File: config.mk
export PLATFORM = sky130hd
export DESIGN_NAME = multicycle_control_unit
export DESIGN_NICKNAME = d
export VERILOG_FILES = /design/src/rtl/riscv_ctrl_pkg.sv /design/src/rtl/alu_decoder.sv /design/src/rtl/multicycle_control_unit.sv
export SDC_FILE = /design/constraint.sdc
export NUM_CORES = 1
export LEC_CHECK = 0
export ABC_CLOCK_PERIOD_IN_PS = 3150
export BUFFER_PORTS_ARGS = -buffer_cell sky130_fd_sc_hd__buf_2
export CORE_MARGIN = 2
export CORE_UTILIZATION = 45
export DETAILED_ROUTE_END_ITERATION = 7
export GPL_ROUTABILITY_DRIVEN = 0
export PLACE_DENSITY = 0.85
export SYNTH_ARGS = -nofsm -noshare
export SYNTH_HDL_FRONTEND = slang
export SYNTH_SLANG_ARGS = --single-unit
export TNS_END_PERCENT = 5
File: constraint.sdc
create_clock -name clk -period 3.15 [get_ports clk]
set_clock_uncertainty 0.05 [all_clocks]
set_input_delay 0.7875 -clock clk [delete_from_list [all_inputs] [get_ports clk]]
set_output_delay 0.7875 -clock clk [all_outputs]
set_load 0.03 [all_outputs]
File: src/rtl/riscv_ctrl_pkg.sv
// Shared encodings for the multicycle RV32I controller and its datapath (muxes, ALU).
// Pure definitions: no latency, no flow control.
package riscv_ctrl_pkg;

    typedef enum logic [3:0] {
        S_FETCH    = 4'd0,
        S_DECODE   = 4'd1,
        S_MEMADR   = 4'd2,
        S_MEMREAD  = 4'd3,
        S_MEMWB    = 4'd4,
        S_MEMWRITE = 4'd5,
        S_EXECUTER = 4'd6,
        S_EXECUTEI = 4'd7,
        S_ALUWB    = 4'd8,
        S_BEQ      = 4'd9,
        S_JAL      = 4'd10,
        S_ILLEGAL  = 4'd11
    } state_t;

    localparam logic [6:0] OP_LOAD  = 7'b0000011;
    localparam logic [6:0] OP_STORE = 7'b0100011;
    localparam logic [6:0] OP_RTYPE = 7'b0110011;
    localparam logic [6:0] OP_ITYPE = 7'b0010011;
    localparam logic [6:0] OP_JAL   = 7'b1101111;
    localparam logic [6:0] OP_BEQ   = 7'b1100011;

    localparam logic [2:0] ALU_ADD = 3'b000;
    localparam logic [2:0] ALU_SUB = 3'b001;
    localparam logic [2:0] ALU_AND = 3'b010;
    localparam logic [2:0] ALU_OR  = 3'b011;
    localparam logic [2:0] ALU_SLT = 3'b101;

    typedef enum logic [1:0] {
        ALUOP_ADD   = 2'b00,
        ALUOP_SUB   = 2'b01,
        ALUOP_FUNCT = 2'b10
    } aluop_t;

    localparam logic [1:0] SRCA_PC    = 2'b00;
    localparam logic [1:0] SRCA_OLDPC = 2'b01;
    localparam logic [1:0] SRCA_RD1   = 2'b10;

    localparam logic [1:0] SRCB_RD2  = 2'b00;
    localparam logic [1:0] SRCB_IMM  = 2'b01;
    localparam logic [1:0] SRCB_FOUR = 2'b10;

    localparam logic [1:0] RES_ALU    = 2'b00;
    localparam logic [1:0] RES_DATA   = 2'b01;
    localparam logic [1:0] RES_ALUOUT = 2'b10;

    localparam logic [1:0] IMM_I = 2'b00;
    localparam logic [1:0] IMM_S = 2'b01;
    localparam logic [1:0] IMM_B = 2'b10;
    localparam logic [1:0] IMM_J = 2'b11;

endpackage

File: src/rtl/alu_decoder.sv
// ALU operation decode from ALUOp and instruction fields.
// Combinational, zero latency, no flow control; unknown funct3 falls back to add silently.
module alu_decoder
    import riscv_ctrl_pkg::*;
(
    input  aluop_t     alu_op,
    input  logic [2:0] funct3,
    input  logic       op_b5,
    input  logic       funct7b5,
    output logic [2:0] alu_control
);

    always_comb begin
        alu_control = ALU_ADD;
        case (alu_op)
            ALUOP_SUB: alu_control = ALU_SUB;
            ALUOP_FUNCT: begin
                case (funct3)
                    // op[5] separates R-type from I-type: addi never subtracts
                    3'b000:  alu_control = (op_b5 & funct7b5) ? ALU_SUB : ALU_ADD;
                    3'b010:  alu_control = ALU_SLT;
                    3'b110:  alu_control = ALU_OR;
                    3'b111:  alu_control = ALU_AND;
                    default: alu_control = ALU_ADD;
                endcase
            end
            default: alu_control = ALU_ADD;
        endcase
    end

endmodule

File: src/rtl/multicycle_control_unit.sv
// Moore main FSM sequencing the multicycle RV32I datapath; lw 5, sw/R/I/jal 4, beq 3 cycles.
// No backpressure; write enables are gated by reset so an aborted instruction never commits.
module multicycle_control_unit
    import riscv_ctrl_pkg::*;
#(
    parameter int ALUCTRL_W = 3,
    parameter int STATE_W   = 4
) (
    input  logic                 clk,
    input  logic                 reset,
    input  logic [6:0]           op,
    input  logic [2:0]           funct3,
    input  logic                 funct7b5,
    input  logic                 zero,
    output logic                 PCWrite,
    output logic                 AdrSrc,
    output logic                 MemWrite,
    output logic                 IRWrite,
    output logic [1:0]           ResultSrc,
    output logic [1:0]           ALUSrcA,
    output logic [1:0]           ALUSrcB,
    output logic [1:0]           ImmSrc,
    output logic [ALUCTRL_W-1:0] ALUControl,
    output logic                 RegWrite,
    output logic                 illegal,
    output logic [STATE_W-1:0]   state_dbg
);

    state_t     state, state_next;
    aluop_t     alu_op;
    logic       pc_update, branch;
    logic       mem_write_raw, ir_write_raw, reg_write_raw;
    logic [2:0] alu_ctrl;

    always_ff @(posedge clk or posedge reset) begin
        if (reset) state <= S_FETCH;
        else       state <= state_next;
    end

    always_comb begin
        state_next    = state;
        pc_update     = 1'b0;
        branch        = 1'b0;
        mem_write_raw = 1'b0;
        ir_write_raw  = 1'b0;
        reg_write_raw = 1'b0;
        AdrSrc        = 1'b0;
        ResultSrc     = RES_ALU;
        ALUSrcA       = SRCA_PC;
        ALUSrcB       = SRCB_RD2;
        alu_op        = ALUOP_ADD;
        illegal       = 1'b0;
        case (state)
            S_FETCH: begin
                ir_write_raw = 1'b1;
                ALUSrcB      = SRCB_FOUR;
                pc_update    = 1'b1;
                state_next   = S_DECODE;
            end
            S_DECODE: begin
                // branch/jump target lands in ALUOut while the class is resolved
                ALUSrcA = SRCA_OLDPC;
                ALUSrcB = SRCB_IMM;
                case (op)
                    OP_LOAD, OP_STORE: state_next = S_MEMADR;
                    OP_RTYPE:          state_next = S_EXECUTER;
                    OP_ITYPE:          state_next = S_EXECUTEI;
                    OP_JAL:            state_next = S_JAL;
                    OP_BEQ:            state_next = S_BEQ;
                    default:           state_next = S_ILLEGAL;
                endcase
            end
            S_MEMADR: begin
                ALUSrcA    = SRCA_RD1;
                ALUSrcB    = SRCB_IMM;
                state_next = (op == OP_STORE) ? S_MEMWRITE : S_MEMREAD;
            end
            S_MEMREAD: begin
                ResultSrc  = RES_ALUOUT;
                AdrSrc     = 1'b1;
                state_next = S_MEMWB;
            end
            S_MEMWB: begin
                ResultSrc     = RES_DATA;
                reg_write_raw = 1'b1;
                state_next    = S_FETCH;
            end
            S_MEMWRITE: begin
                ResultSrc     = RES_ALUOUT;
                AdrSrc        = 1'b1;
                mem_write_raw = 1'b1;
                state_next    = S_FETCH;
            end
            S_EXECUTER: begin
                ALUSrcA    = SRCA_RD1;
                ALUSrcB    = SRCB_RD2;
                alu_op     = ALUOP_FUNCT;
                state_next = S_ALUWB;
            end
            S_EXECUTEI: begin
                ALUSrcA    = SRCA_RD1;
                ALUSrcB    = SRCB_IMM;
                alu_op     = ALUOP_FUNCT;
                state_next = S_ALUWB;
            end
            S_ALUWB: begin
                ResultSrc     = RES_ALUOUT;
                reg_write_raw = 1'b1;
                state_next    = S_FETCH;
            end
            S_BEQ: begin
                ALUSrcA    = SRCA_RD1;
                ALUSrcB    = SRCB_RD2;
                alu_op     = ALUOP_SUB;
                ResultSrc  = RES_ALUOUT;
                branch     = 1'b1;
                state_next = S_FETCH;
            end
            S_JAL: begin
                // PC <- target from ALUOut while ALU forms the link address OldPC+4
                ALUSrcA    = SRCA_OLDPC;
                ALUSrcB    = SRCB_FOUR;
                ResultSrc  = RES_ALUOUT;
                pc_update  = 1'b1;
                state_next = S_ALUWB;
            end
            S_ILLEGAL: begin
                illegal    = 1'b1;
                state_next = S_ILLEGAL;
            end
            default: state_next = S_FETCH;
        endcase
    end

    always_comb begin
        case (op)
            OP_STORE: ImmSrc = IMM_S;
            OP_BEQ:   ImmSrc = IMM_B;
            OP_JAL:   ImmSrc = IMM_J;
            default:  ImmSrc = IMM_I;
        endcase
    end

    alu_decoder u_alu_decoder (
        .alu_op      (alu_op),
        .funct3      (funct3),
        .op_b5       (op[5]),
        .funct7b5    (funct7b5),
        .alu_control (alu_ctrl)
    );

    assign PCWrite    = ~reset & (pc_update | (branch & zero));
    assign MemWrite   = ~reset & mem_write_raw;
    assign IRWrite    = ~reset & ir_write_raw;
    assign RegWrite   = ~reset & reg_write_raw;
    assign ALUControl = ALUCTRL_W'(alu_ctrl);
    assign state_dbg  = STATE_W'(state);

endmodule

==> impl_metrics.tcl, run 1 <==
set metrics [dict create \
    status "finished clean" \
    tns_ps 0 \
    wl_per_cell_um 11.5 \
    synth_seq_area_share 0.168 \
    clock_sinks 4 \
    post-route-period-util 0.868 \
    setup_viol 0 \
    synth-seq-cells 4 \
    yosysWarnings 0 \
    total_power_mw 0.836 \
    worst_setup_path_start_kind "flop" \
    remaining_drc_errors 0 \
    synth_edf_count 0 \
    critPathCapture "ALUControl[2]" \
    area_growth_pct 37.5 \
    fillers 121 \
    post_cts_buffers 0 \
    grt_pass1_vias 515 \
    grt_first_pass_wirelength_um 2170 \
    r2r_slack_ps 1590 \
    vias_per_cell 5.46 \
    period_minus_slack_ps 2730 \
    p_int_mw 0.356 \
    rsz0062_at_grt "false" \
    syn_avg_cell_area_um2 7.08 \
    drive_above_1_share 0.370 \
    p_clk_frac 0.073 \
    die_h_um 40.3 \
    path_max_fanout 6 \
    synthArstFlopShare 1.00 \
    relSlewSlack 0.701 \
    tritoncts "built" \
    drtIter0Drc 13 \
    r2r-start "state_dbg[3]" \
    finalHoldViolCount 0 \
    ys_types 34 \
    die_width_um 40.3 \
    antenna_found_initial 0 \
    core_area_mm2 0.00127 \
    r2r_end "state_dbg[0]" \
    synth_flop_cell "dfrtp_1" \
    drv_cap 0 \
    crit_chain "nor2b_1, and2_1, inv_1, ha_1, nor4_2, buf_2" \
    ios 35 \
    grt_overflow_total 0 \
    crit_slowest_cell "dfrtp_1" \
    power_switching_mw 0.479 \
    vias 731 \
    rows 13 \
    cts_made_buffers 3 \
    track_usage 0.200 \
    portBuffers 34 \
    place.detailed.hpwl_um 1190 \
    ff2ff_path_depth 4 \
    critical_path_arrival_ps 1900 \
    yosysTopAreaCellShare 0.168 \
    postRouteAntennaNets 0 \
    clk_pin_slew_ps 40 \
    power_density_mw_per_mm2 1020 \
    swShare 0.574 \
    final_common_cell "buf_2" \
    layout_common_cells "34 x buf_2, 8 x nor2b_1, 8 x nand2_1" \
    fmax_ghz 0.366 \
    vdd_drop_max_v 0.000362 \
    max_stage_delay_ps 370 \
    drt_wl_total_um 1540 \
    synthTopCellsByArea "dfrtp_1 17%, nor2b_1 8.4%, nand2_1 5.1%" \
    worst_pin_slew_ps 442 \
    synth_area_um2 594 \
    drt_pass1_iterations 4 \
    comb_power_share 0.812 \
    min_path_type "in2async" \
    synth_nets 100 \
    slew_violations 0 \
    fin_nets 137 \
    synthCells 84 \
    cp.required_ps 2310 \
    grt_start_max_net_pins 19 \
    synth_top_area_cell "dfrtp_1" \
    htreeDepth 1 \
    cts_resized 0 \
    initial_utilization 0.468 \
    root_buffer "clkbuf_4" \
    clock_latency_ps 230 \
    p_leak_nw 0.437 \
    p_seq_frac 0.115 \
    cp-end-kind "primary output" \
    cts_hold_buf 0 \
    cts_max_path_buffers 2 \
    antenna_cells 0 \
    largest_reg_flops 4 \
    crit_path_start "state_dbg[3]" \
    die_area_mm2 0.00163 \
    critPathKind "reg2out" \
]
==> layer usage <==
metal / up-vias / share of wire / track usage
met5: - / 0 / 0
met1: 335 / 0.44 / 0.231
met4: 0 / 0 / 0.117
met2: 28 / 0.50 / 0.333
li1: 368 / - / -
met3: 0 / 0.062 / 0.0444
==> worst max-delay path: cells and delay by family (launching register included) <==
family | cells | cell delay [ps]
and+or+nand+nor | 3 | 710
buffers and inverters | 2 | 280
DFF | 1 | 370
adders and majority gates | 1 | 300
==> worst min path at each step <==
stage / to / startpoint
CTS: state_dbg[0] / reset
finish: state_dbg[0] / reset
global placement: state_dbg[2] / state_dbg[3]
detailed placement: state_dbg[2] / state_dbg[3]
floorplan: state_dbg[0] / reset
global route: state_dbg[1] / reset
==> final cells by class <==
class / instances / area (um^2) / share of cell area
Tap cell: 15 / 18.8 / 0.0230
Sequential cell: 4 / 100 / 0.123
Clock buffer: 3 / 22.5 / 0.0276
Timing Repair Buffer: 39 / 208 / 0.254
Inverter: 6 / 22.5 / 0.0276
Multi-Input combinational cell: 67 / 445 / 0.545
==> kinds of logic (layout without fill, tap and decap cells) <==
family / Yosys count / in the layout / share of synthesized area
and+or+nand+nor: 48 / 48 / 0.499
AOI/OAI and AO/OA: 14 / 14 / 0.152
buffers and inverters: 13 / 48 / 0.0926
DFF: 4 / 4 / 0.168
adders and majority gates: 2 / 2 / 0.0421
xor gates and xnor gates: 2 / 2 / 0.0295
muxes: 1 / 1 / 0.0168
==> synth_stat cells, drive strengths merged (2+ instances only) <==
master / count
nand2: 8
nor3b: 4
ha: 2
nor3: 3
nand3: 2
a221o: 2
clkbuf: 4
and2: 2
nor4b: 2
o21ai: 3
nor4: 2
xnor2: 2
inv: 6
dfrtp: 4
buf: 3
and3: 2
nor2: 5
a21oi: 5
nor2b: 8
and3b: 2
==> power groups by stage <==
| stage | sequential, mW | clock, mW | combinational (mW) |
|---|---|---|---|
| 3_5_place_dp | 0.0979 | 0 | 0.679 |
| 2_1_floorplan | 0.142 | 0 | 0.464 |
| 5_1_grt | 0.102 | 0.0635 | 0.735 |
| 3_3_place_gp | 0.0957 | 0 | 0.664 |
| 6_report | 0.0965 | 0.0607 | 0.679 |
| 4_1_cts | 0.0974 | 0.0631 | 0.680 |
==> through the flow <==
stage / hold slack [ps] / cells / setup slack [ps] / cell area (um^2) / util
after floorplan: 517 / 84 / 15.3 / 601 / -
after global placement: 578 / 131 / 676 / 795 / 0.626
after detailed placement: 621 / 131 / 616 / 795 / 0.626
after CTS: 409 / 134 / 404 / 817 / 0.644
after global routing: 448 / 134 / 196 / 817 / 0.644
final: 412 / 134 / 417 / 817 / 0.644
Power figures use the tool's default switching activity.
==> inputs of run 2 (changes only) <==
--- a/config.mk
+++ b/config.mk
@@ -12,3 +12,2 @@
 export DETAILED_ROUTE_END_ITERATION = 7
-export GPL_ROUTABILITY_DRIVEN = 0
 export PLACE_DENSITY = 0.85
==> constraint.sdc (replaced) <==
create_clock -name clk -period 3.15 [get_ports clk]
set_clock_uncertainty 0.05 [all_clocks]
set_input_delay 0.315 -clock clk [delete_from_list [all_inputs] [get_ports clk]]
set_output_delay 0.315 -clock clk [all_outputs]
set_load 0.03 [all_outputs]
==> run 2 against run 1 <==
  * Global-route usage increased by 0.59 points
  * Register-to-register slack lost 140 ps
  * Die area did not move
  * Largest cell class unchanged
==> impl_metrics.tcl, run 2 (synthesis results as in run 1) <==
set metrics [dict create \
    regArea_um2 100 \
    final_common_cell "buf_2" \
    grt_pass1_vias 557 \
    path_max_fanout 18 \
    clock_sinks 4 \
    clock_latency_ps 240 \
    multi_input_area_um2 439 \
    grt_first_pass_wirelength_um 2200 \
    fin_nets 133 \
    min_path_type "in2reg" \
    crit_slowest_cell "dfrtp_1" \
    layout_common_cells "34 x buf_2, 8 x nor2b_1, 8 x nand2_1" \
    relSlewSlack 0.403 \
    setup_viol 0 \
    grt_overflow_total 0 \
    total_power_mw 0.800 \
    finalHoldViolCount 0 \
    rsz0062_at_grt "false" \
    antenna_found_initial 0 \
    track_usage 0.206 \
    drt_wl_total_um 1590 \
    drv_cap 0 \
    tritoncts "built" \
    largest_reg_flops 4 \
    postRouteAntennaNets 0 \
    post-route-period-util 0.835 \
    post_cts_buffers 0 \
    power_density_mw_per_mm2 1020 \
    remaining_drc_errors 0 \
    fmax_ghz 0.380 \
    rows 13 \
    core_area_mm2 0.00127 \
    worst_slack_ps 520 \
    drive_above_1_share 0.330 \
    cp_num_cells 6 \
    ios 35 \
    root_buffer "clkbuf_4" \
    wl_per_cell_um 12.2 \
    path_delay_family "simple AND/OR/NAND/NOR gates" \
    vias 698 \
    htreeDepth 1 \
    worst_setup_path_start_kind "flop" \
    cp.buffers_inverters 2 \
    max_stage_delay_ps 670 \
    gp_congestion 0.737 \
    r2r-start "state_dbg[1]" \
    place.detailed.hpwl_um 1160 \
    slew_violations 0 \
    crit_chain "nor2b_1, and2_1, inv_1, ha_1, nor4_1, buf_2" \
    tns_ps 0 \
    cp-end-kind "primary output" \
    r2r_end "state_dbg[0]" \
    drt_pass1_iterations 3 \
    grt_start_max_net_pins 22 \
    clk_pin_slew_ps 40 \
    r2r_slack_ps 1450 \
    status "finished clean" \
    pre_cts_slack_ps 809 \
    critPathCapture "ALUControl[2]" \
    fillers 132 \
    cp.required_ps 2780 \
    critical_path_arrival_ps 2260 \
    p_leak_nw 0.416 \
    die_width_um 40.3 \
    die_h_um 40.3 \
    worst_pin_slew_ps 884 \
    area_growth_pct 31.8 \
    drtIter0Drc 10 \
    portBuffers 34 \
    cts_made_buffers 3 \
    critPathKind "reg2out" \
    initial_utilization 0.468 \
    antenna_cells 0 \
    ff2ff_path_depth 3 \
    crit_path_start "state_dbg[2]" \
    cts_max_path_buffers 2 \
    vdd_drop_max_v 0.000439 \
    period_minus_slack_ps 2630 \
    die_area_mm2 0.00163 \
    vias_per_cell 5.37 \
]
==> run 2: cell count changes in the layout (fill, tap and decap cells not counted) <==
cell / before / now
buf_4: 5 / 0
dlygate4sd3_1: 0 / 1
nor4_1: 1 / 2
nor4_2: 1 / 0
==> run 2: timing repair <==
item / in CTS / in global routing
hold buffers: 1 / 0
hold endpoints to repair: 4 / 0
resized for setup: 0 / 0
==> run 2: where the power goes <==
group / leakage, nW / internal [mW] / total [mW] / switching [mW]
registers: 0.0506 / 0.0739 / 0.179 / 0.106
clock network: 0.0138 / 0.0429 / 0.0680 / 0.0251
logic: 0.351 / 0.209 / 0.552 / 0.344
==> run 2: metrics by stage <==
stage / std cells / util / cell area [um^2] / hold WS (ps)
final: 130 / 0.617 / 783 / 391
after global routing: 130 / 0.617 / 783 / 424
after CTS: 130 / 0.617 / 783 / 389
after detailed placement: 126 / 0.592 / 751 / 197
after global placement: 126 / 0.592 / 751 / 180
after floorplan: 84 / - / 594 / 44.6
==> run 2: worst min path at each step <==
stage	slack [ps]	depth (start not counted)	to	start
final	390	3	state_dbg[2]	op[4]
after floorplan	40	1	state_dbg[0]	reset
after CTS	390	3	state_dbg[2]	op[4]
after global placement	180	2	state_dbg[3]	reset
after global routing	420	3	state_dbg[2]	op[4]
after detailed placement	200	2	state_dbg[2]	reset
==> run 2: area by class of cell <==
type | count | area share
multi-input cells | 67 | 0.561
repair buffers | 35 | 0.230
flip-flops and latches | 4 | 0.128
clock buffers | 3 | 0.0288
inverters | 6 | 0.0288
well taps | 15 | 0.0240
==> run 2: layer usage <==
layer / vias up / wire [um] / global-route usage
met3: 5 / 81 / 0.0333
met4: 0 / 21 / 0.0750
met2: 24 / 770 / 0.385
li1: 366 / - / -
met5: - / 0 / 0
met1: 303 / 720 / 0.228
==> run 2: tightest hold or removal path: cells and delay by family <==
family | cells | cell delay [ps]
compound gates | 1 | 100
simple gates | 1 | 80
buf+inv | 1 | 120
==> inputs of run 3 (changes only) <==
- ABC_CLOCK_PERIOD_IN_PS: 3150 -> 2300
- CORE_UTILIZATION: 45 -> 38
- PLACE_DENSITY: 0.85 -> 0.77
- clock period: 3.15 -> 2.3 ns (I/O delays scaled with it)
==> run 3 against run 2 <==
  * Register-to-register slack worse by 850 ps
  * Non-clock buffer count is 6 higher
  * Combinational power is 72% higher
  * Hold slack worse by 110 ps
  * Critical path type unchanged
  * Largest power group unchanged
==> impl_metrics.tcl, run 3 (synthesis results as in run 1) <==
set metrics [dict create \
    design_area_um2 842 \
    slew_violations 0 \
    die_area_mm2 0.00190 \
    period_minus_slack_ps 2090 \
    critical_path_arrival_ps 1810 \
    drv_cap 0 \
    rsz0062_at_grt "false" \
    vias_per_cell 5.53 \
    relSlewSlack 0.762 \
    power_density_mw_per_mm2 1390 \
    clock_latency_ps 240 \
    grt_pass1_vias 651 \
    htreeDepth 1 \
    ios 35 \
    wl_per_cell_um 11.5 \
    drtIter0Drc 14 \
    finalHoldViolCount 0 \
    min_path_type "in2reg" \
    r2r_slack_ps 600 \
    root_buffer "clkbuf_4" \
    fin_nets 139 \
    status "finished clean" \
    vias 758 \
    largest_reg_flops 4 \
    postRouteAntennaNets 0 \
    crit_path_start "state_dbg[1]" \
    tritoncts "built" \
    cp-end-kind "primary output" \
    area_growth_pct 41.7 \
    r2r-start "state_dbg[1]" \
    core_area_mm2 0.00149 \
    r2r_end "state_dbg[0]" \
    die_h_um 43.5 \
    post-route-period-util 0.910 \
    clock_sinks 4 \
    post_cts_buffers 0 \
    grt_start_max_net_pins 19 \
    total_power_mw 1.17 \
    cts_made_buffers 3 \
    critPathCapture "ALUControl[0]" \
    cts_max_path_buffers 2 \
    cp.required_ps 2020 \
    rows 14 \
    fillers 150 \
    drt_pass1_iterations 4 \
    worst_pin_slew_ps 353 \
    initial_utilization 0.399 \
    portBuffers 34 \
    drt_wl_total_um 1570 \
    placed_area_um2 810 \
    remaining_drc_errors 0 \
    grt_first_pass_wirelength_um 2630 \
    critPathKind "reg2out" \
    path_max_fanout 9 \
    ff2ff_path_depth 4 \
    grt_overflow_total 0 \
    setup_viol 0 \
    antenna_cells 0 \
    vdd_drop_max_v 0.000596 \
    gp_congestion 0.779 \
    drive_above_1_share 0.380 \
    clk_pin_slew_ps 40 \
    track_usage 0.178 \
    die_width_um 43.5 \
    p_leak_nw 0.448 \
    fmax_ghz 0.478 \
    worst_setup_path_start_kind "flop" \
    antenna_found_initial 0 \
    place.detailed.hpwl_um 1260 \
    final_common_cell "buf_2" \
    layout_common_cells "34 x buf_2, 8 x nor2b_1, 8 x nand2_1" \
]
==> run 3: layer usage <==
| layer | up-vias | wire length [um] | GRT usage |
|---|---|---|---|
| li1 | 373 | - | - |
| met1 | 356 | 648 | 0.202 |
| met2 | 27 | 804 | 0.332 |
| met3 | 2 | 100 | 0.0208 |
| met4 | 0 | 17 | 0.0727 |
| met5 | - | 0 | 0 |
==> run 3: final cells by class <==
class | count | area, um^2 | share of cell area
inverters | 6 | 22.5 | 0.0267
well taps | 16 | 20.0 | 0.0238
repair buffers | 41 | 225 | 0.267
flip-flops and latches | 4 | 100 | 0.119
clock buffers | 3 | 22.5 | 0.0267
multi-input cells | 67 | 452 | 0.536
==> run 3: timing repair <==
action | in CTS | in global routing
setup endpoints to repair | 0 | 0
hold buffers | 1 | 0
endpoints found under the hold margin | 4 | 0
gates resized for setup | 0 | 0
==> run 3: worst max-delay path, cell delays in order, from the launching register on <==
cell,delay (ps)
dfrtp_1,470
and4bb_2,280
inv_1,80
ha_1,170
nor2b_1,130
o21ai_0,90
a21oi_1,140
buf_2,210
==> run 3: how the worst min path moves through the flow <==
stage / slack, ps / cells after the start / from / endpoint
3_5_place_dp: 100 / 2 / reset / state_dbg[1]
4_1_cts: 270 / 3 / op[4] / state_dbg[2]
2_1_floorplan: -40 / 1 / reset / state_dbg[0]
3_3_place_gp: 100 / 2 / reset / state_dbg[1]
6_report: 280 / 3 / op[4] / state_dbg[2]
5_1_grt: 280 / 3 / op[4] / state_dbg[2]
==> run 3: power breakdown <==
part / internal (mW) / switching (mW)
clock network: 0.0584 / 0.0298
registers: 0.104 / 0.0308
logic: 0.339 / 0.608
total: 0.501 / 0.669
==> run 3: stage by stage <==
step	setup WS (ps)	hold WS [ps]	cells	utilization	setup TNS, ps
after CTS	192	268	137	0.566	0
after detailed placement	455	97.2	133	0.544	0
after global routing	46.3	284	137	0.566	0
after global placement	524	97.6	133	0.544	0
final	206	277	137	0.566	0
after floorplan	-71.4	-40.4	84	-	-71.4
